`config.mk`:
```
export PLATFORM = sky130hd
export DESIGN_NAME = read_pointer_empty
export DESIGN_NICKNAME = d
export VERILOG_FILES = /design/src/rtl/fifo_pkg.sv /design/src/rtl/pointer_sync.sv /design/src/rtl/read_pointer_empty.sv
export SDC_FILE = /design/constraint.sdc
export NUM_CORES = 1
export LEC_CHECK = 0
export BUFFER_PORTS_ARGS = -buffer_cell sky130_fd_sc_hd__clkbuf_2
export CAP_MARGIN = 30
export CORE_MARGIN = 8
export CORE_UTILIZATION = 54
export CTS_CLUSTER_SIZE = 20
export DETAILED_ROUTE_END_ITERATION = 16
export PLACE_DENSITY = 0.88
export SLEW_MARGIN = 30
export SYNTH_ARGS = -nofsm -noshare
export SYNTH_HDL_FRONTEND = slang
export SYNTH_SLANG_ARGS = --single-unit
```
`constraint.sdc`:
```
create_clock -name clock_read -period 4.5 [get_ports clock_read]
set_input_delay 1.125 -clock clock_read [delete_from_list [all_inputs] [get_ports clock_read]]
set_output_delay 1.125 -clock clock_read [all_outputs]
set_load 0.05 [all_outputs]
```
`src/rtl/fifo_pkg.sv`:
```
// ---------------------------------------------------------------------------
// fifo_pkg
// Shared definitions for the asynchronous FIFO pointer stages (read and write
// sides both import this package).
//   DEFAULT_ADDR_WIDTH : default memory address width
//   PTR_WIDTH          : pointer width for the default build (address + wrap bit)
//   bin2gray/gray2bin  : code conversions on a 32-bit container; callers
//                        zero-extend narrower pointers and truncate the result.
//                        Leading zeros do not disturb either conversion.
// ---------------------------------------------------------------------------
package fifo_pkg;

    localparam int DEFAULT_ADDR_WIDTH = 7;
    localparam int PTR_WIDTH          = DEFAULT_ADDR_WIDTH + 1;

    function automatic logic [31:0] bin2gray(input logic [31:0] b);
        return (b >> 1) ^ b;
    endfunction

    // Prefix XOR from the MSB down.
    function automatic logic [31:0] gray2bin(input logic [31:0] g);
        logic [31:0] b;
        b[31] = g[31];
        for (int i = 30; i >= 0; i--) begin
            b[i] = b[i+1] ^ g[i];
        end
        return b;
    endfunction

endpackage

```
`src/rtl/pointer_sync.sv`:
```
// ---------------------------------------------------------------------------
// pointer_sync
// Multi-flop clock-domain-crossing synchronizer for a Gray-coded pointer.
// Pure flop chain: nothing combinational between stages.
// Ports:
//   clk_i : destination-domain clock
//   rst_i : asynchronous active-high reset, clears every stage
//   d_i   : Gray pointer from the source domain
//   q_o   : synchronized pointer (last stage)
// ---------------------------------------------------------------------------
module pointer_sync #(
    parameter int STAGES = 2,
    parameter int WIDTH  = 8
) (
    input  logic             clk_i,
    input  logic             rst_i,
    input  logic [WIDTH-1:0] d_i,
    output logic [WIDTH-1:0] q_o
);

    logic [WIDTH-1:0] stage_q [STAGES];

    always_ff @(posedge clk_i or posedge rst_i) begin
        if (rst_i) begin
            for (int i = 0; i < STAGES; i++) begin
                stage_q[i] <= '0;
            end
        end else begin
            stage_q[0] <= d_i;
            for (int i = 1; i < STAGES; i++) begin
                stage_q[i] <= stage_q[i-1];
            end
        end
    end

    assign q_o = stage_q[STAGES-1];

endmodule

```
`src/rtl/read_pointer_empty.sv`:
```
// ---------------------------------------------------------------------------
// read_pointer_empty
// Read-domain pointer / empty-flag stage of the asynchronous FIFO.
// Synchronizes the write Gray pointer into clock_read, keeps the binary and
// Gray read pointers, and produces registered empty / almost_empty / level.
// Optional feature macro: READ_UNDERFLOW_FLAG_EN (sticky underflow flop).
// Ports:
//   clock_read    : read-domain clock
//   read_reset    : asynchronous active-high reset
//   read_enable   : pop request (ignored while empty)
//   write_pointer : Gray write pointer from the write domain (asynchronous)
//   read_address  : binary memory read address
//   read_pointer  : registered Gray read pointer for the write-side sync
//   empty         : registered empty flag
//   almost_empty  : registered, level <= ALMOST_EMPTY_THRESHOLD
//   read_level    : registered fill level (pessimistic)
//   underflow     : sticky pop-while-empty flag, constant 0 when disabled
// ---------------------------------------------------------------------------
module read_pointer_empty
    import fifo_pkg::*;
#(
    parameter int ADDR_WIDTH             = DEFAULT_ADDR_WIDTH,
    parameter int SYNC_STAGES            = 2,
    parameter int ALMOST_EMPTY_THRESHOLD = 4
) (
    input  logic                  clock_read,
    input  logic                  read_reset,
    input  logic                  read_enable,
    input  logic [ADDR_WIDTH:0]   write_pointer,
    output logic [ADDR_WIDTH-1:0] read_address,
    output logic [ADDR_WIDTH:0]   read_pointer,
    output logic                  empty,
    output logic                  almost_empty,
    output logic [ADDR_WIDTH:0]   read_level,
    output logic                  underflow
);

    localparam int PTR_W = ADDR_WIDTH + 1;
    localparam logic [PTR_W-1:0] AE_THR = PTR_W'(ALMOST_EMPTY_THRESHOLD);

    logic [PTR_W-1:0] read_binary_q, read_binary_d;
    logic [PTR_W-1:0] read_gray_q,   read_gray_d;
    logic [PTR_W-1:0] level_q,       level_d;
    logic             empty_q,       empty_d;
    logic             almost_empty_q, almost_empty_d;
    logic [PTR_W-1:0] sync_write_pointer;
    logic [PTR_W-1:0] sync_write_binary;
    logic             pop;

    pointer_sync #(
        .STAGES (SYNC_STAGES),
        .WIDTH  (PTR_W)
    ) u_wptr_sync (
        .clk_i  (clock_read),
        .rst_i  (read_reset),
        .d_i    (write_pointer),
        .q_o    (sync_write_pointer)
    );

    always_comb begin
        pop               = read_enable & ~empty_q;
        read_binary_d     = read_binary_q + {{ADDR_WIDTH{1'b0}}, pop};
        read_gray_d       = PTR_W'(bin2gray(32'(read_binary_d)));
        sync_write_binary = PTR_W'(gray2bin(32'(sync_write_pointer)));
        // Empty compares the post-pop pointer so popping the last word sets
        // empty on the same edge, not one cycle later.
        empty_d           = (read_gray_d == sync_write_pointer);
        // Uses the synchronized (lagging) write pointer, so it never
        // overstates occupancy; equal pointers give level 0, keeping
        // empty/level/almost_empty consistent.
        level_d           = sync_write_binary - read_binary_d;
        almost_empty_d    = (level_d <= AE_THR);
    end

    always_ff @(posedge clock_read or posedge read_reset) begin
        if (read_reset) begin
            read_binary_q  <= '0;
            read_gray_q    <= '0;
            level_q        <= '0;
            empty_q        <= 1'b1;
            almost_empty_q <= 1'b1;
        end else begin
            read_binary_q  <= read_binary_d;
            read_gray_q    <= read_gray_d;
            level_q        <= level_d;
            empty_q        <= empty_d;
            almost_empty_q <= almost_empty_d;
        end
    end

`ifdef READ_UNDERFLOW_FLAG_EN
    logic underflow_q;

    always_ff @(posedge clock_read or posedge read_reset) begin
        if (read_reset) begin
            underflow_q <= 1'b0;
        end else if (read_enable && empty_q) begin
            underflow_q <= 1'b1;
        end
    end

    assign underflow = underflow_q;
`else
    assign underflow = 1'b0;
`endif

    assign read_address = read_binary_q[ADDR_WIDTH-1:0];
    assign read_pointer = read_gray_q;
    assign empty        = empty_q;
    assign almost_empty = almost_empty_q;
    assign read_level   = level_q;

endmodule

```
==> results.cfg <==
[outcome]
status = completed

[die]
dieWidth_um = 74.5
core_sq_um = 3310
num_rows = 21
design.die.area_sq_um = 5550
die_h_um = 74.5
io_pins = 37
start_util = 0.559

[global_route]
grt_pass1_vias = 1226
grt_max_degree = 42
track_usage = 0.136
grt_pass1_wl_um = 5550
grt.overflow.total = 0
antenna_found_initial = 0

[setup_path]
critical_path_class = primary input to register
r2r_start = u_wptr_sync.q_o[7]$_DFF_PP0_
critPathLaunchType = primary input
critPathMaxFanout = 5
crit_required_ps = 4760
cp.arrival_ps = 3940
reg2reg_slack_ps = 910
crit_start = read_enable
cp-end-kind = register

[clocking]
hold_buffers = 0
clk_pin_slew_worst_paths_ps = 110
cts_root_buf = clkbuf_4
clk_path_buf_depth = 2
cts_max_level = 2
cts_tree = yes
numCtsBuffers = 5
cts_sinks = 41
cts_setup_buffers = 0
cts_resized = 0
clk_latency_ps = 340

[timing]
period_share = 0.818
skew_ps = 7.83
holdWs_ps = 351
final.setup.tns_ps = 0
slew_headroom = 0.661
fmaxAchievable_mhz = 272
setup_violations = 0
min_period_ps = 3680
layout_setup_ws_ps = 819
finalHoldViolCount = 0
rsz0062_at_grt = false
slew_violations = 0
worst_pin_slew_ps = 509

[placement]
io_buffer_count = 35
post-dp-hpwl_um = 2650
gp_routability_congestion = 0.852
post-place-ws_ps = 469

[routing]
via_count = 1163
drc = 0
drtPass1Iterations = 4
initialDrtViolationCount = 107
wl_um = 3370
wl_per_cell_um = 14.2
ant_nets = 0
viasPerCell = 4.89

[logic_synthesis]
synthDistinctLibCells = 35
ys_seq_area_frac = 0.556
yosysWarnings = 0
synthCells = 150
yosys.area.top_type_share = 0.528
yosys.area.top_type = dfrtp_1
synth-seq-cells = 41
avgSynthCellArea_sq_um = 12.3
yosys-top-cells-area = dfrtp_1 53%, xnor2_1 10%, ha_1 6.1%, xor2_1 5.7%, dfstp_2 2.8%
synthFlopType = dfrtp_1
synth_common_cells = 39 x dfrtp_1, 22 x xnor2_1, 13 x inv_1
synth_area_sq_um = 1850
synthArstFlopShare = 1.00
synth_nets = 171
synth_most_common_cell = dfrtp_1
synth_edf_count = 0

[final_layout]
diodes = 0
fin_nets = 212
drive_above_1_share = 0.266
syn_to_final_growth_pct = 15.0

[job]
drv_cap = 0

[hold_path]
hp-start = u_wptr_sync.stage_q[14]$_DFF_PP0_
hp-class = register to register
[stage by stage]
stage | area [sq um] | utilization | std cells
after floorplan | 1850 | - | 150
after global placement | 2080 | 0.627 | 230
after detailed placement | 2080 | 0.627 | 230
after CTS | 2130 | 0.642 | 238
after global routing | 2130 | 0.642 | 238
final | 2130 | 0.642 | 238
[critical path, cell delays in order]
cell	delay, ps
clkbuf_2	70
nor2b_1	120
ha_1	210
ha_1	310
xor2_2	320
inv_1	90
ha_1	340
o21a_1	190
o31a_1	120
or4_1	410
a31oi_1	220
xnor2_1	130
nor4_2	270
[layout by cell type (no fill, tap or decap), drive strengths merged, types with 2 or more instances in the layout]
cell / count
a21oi: 3
and3: 4
clkbuf: 43
dfrtp: 39
dfstp: 2
ha: 9
inv: 13
nand2: 7
nand3: 3
nor2: 9
nor2b: 2
o21a: 2
o21ai: 4
xnor2: 24
xor2: 13
[per-layer routing]
metal,GRT usage,part of all wire,wire length (um)
met5,0,0,0
met4,0.0783,0.026,89
met3,0.0404,0.055,186
met2,0.232,0.53,1790
met1,0.145,0.39,1300
[cell type report]
type / count / area [sq um]
Tap cell: 46 / 57.6
Inverter: 13 / 48.8
Clock buffer: 8 / 48.8
Sequential cell: 41 / 1030
Fill cell: 255 / 1180
Multi-Input combinational cell: 94 / 759
Timing Repair Buffer: 36 / 183
[registers in the layout, summed over array words and instances, names as in the netlist]
| name | flops |
|---|---|
| u_wptr_sync.q_o | 8 |
| read_binary_q | 8 |
| u_wptr_sync.stage_q | 8 |
| empty | 1 |
| almost_empty | 1 |
| read_pointer | 7 |
| read_level | 8 |
[cell families after synthesis]
logic type      synth area share
fa+ha+maj                 0.0717
mux                      0.00541
buf+inv                   0.0332
compound gates            0.0555
other cells              0.00203
xor+xnor                   0.187
flops                      0.556
simple gates              0.0886
[final timing paths]
path | to | cells after the start
max | almost_empty$_DFF_PP1_ | 13
min | u_wptr_sync.q_o[6]$_DFF_PP0_ | 0
max reg2reg | almost_empty$_DFF_PP1_ | 14
min reg2reg | u_wptr_sync.q_o[6]$_DFF_PP0_ | 0
max in group asynchronous | almost_empty$_DFF_PP1_ | 3
min in group asynchronous | read_level[4]$_DFF_PP0_ | 3
Power is left out: the tool's default activity adds up to more than one toggle a clock period on the data nets, which glitch-free logic cannot reach.
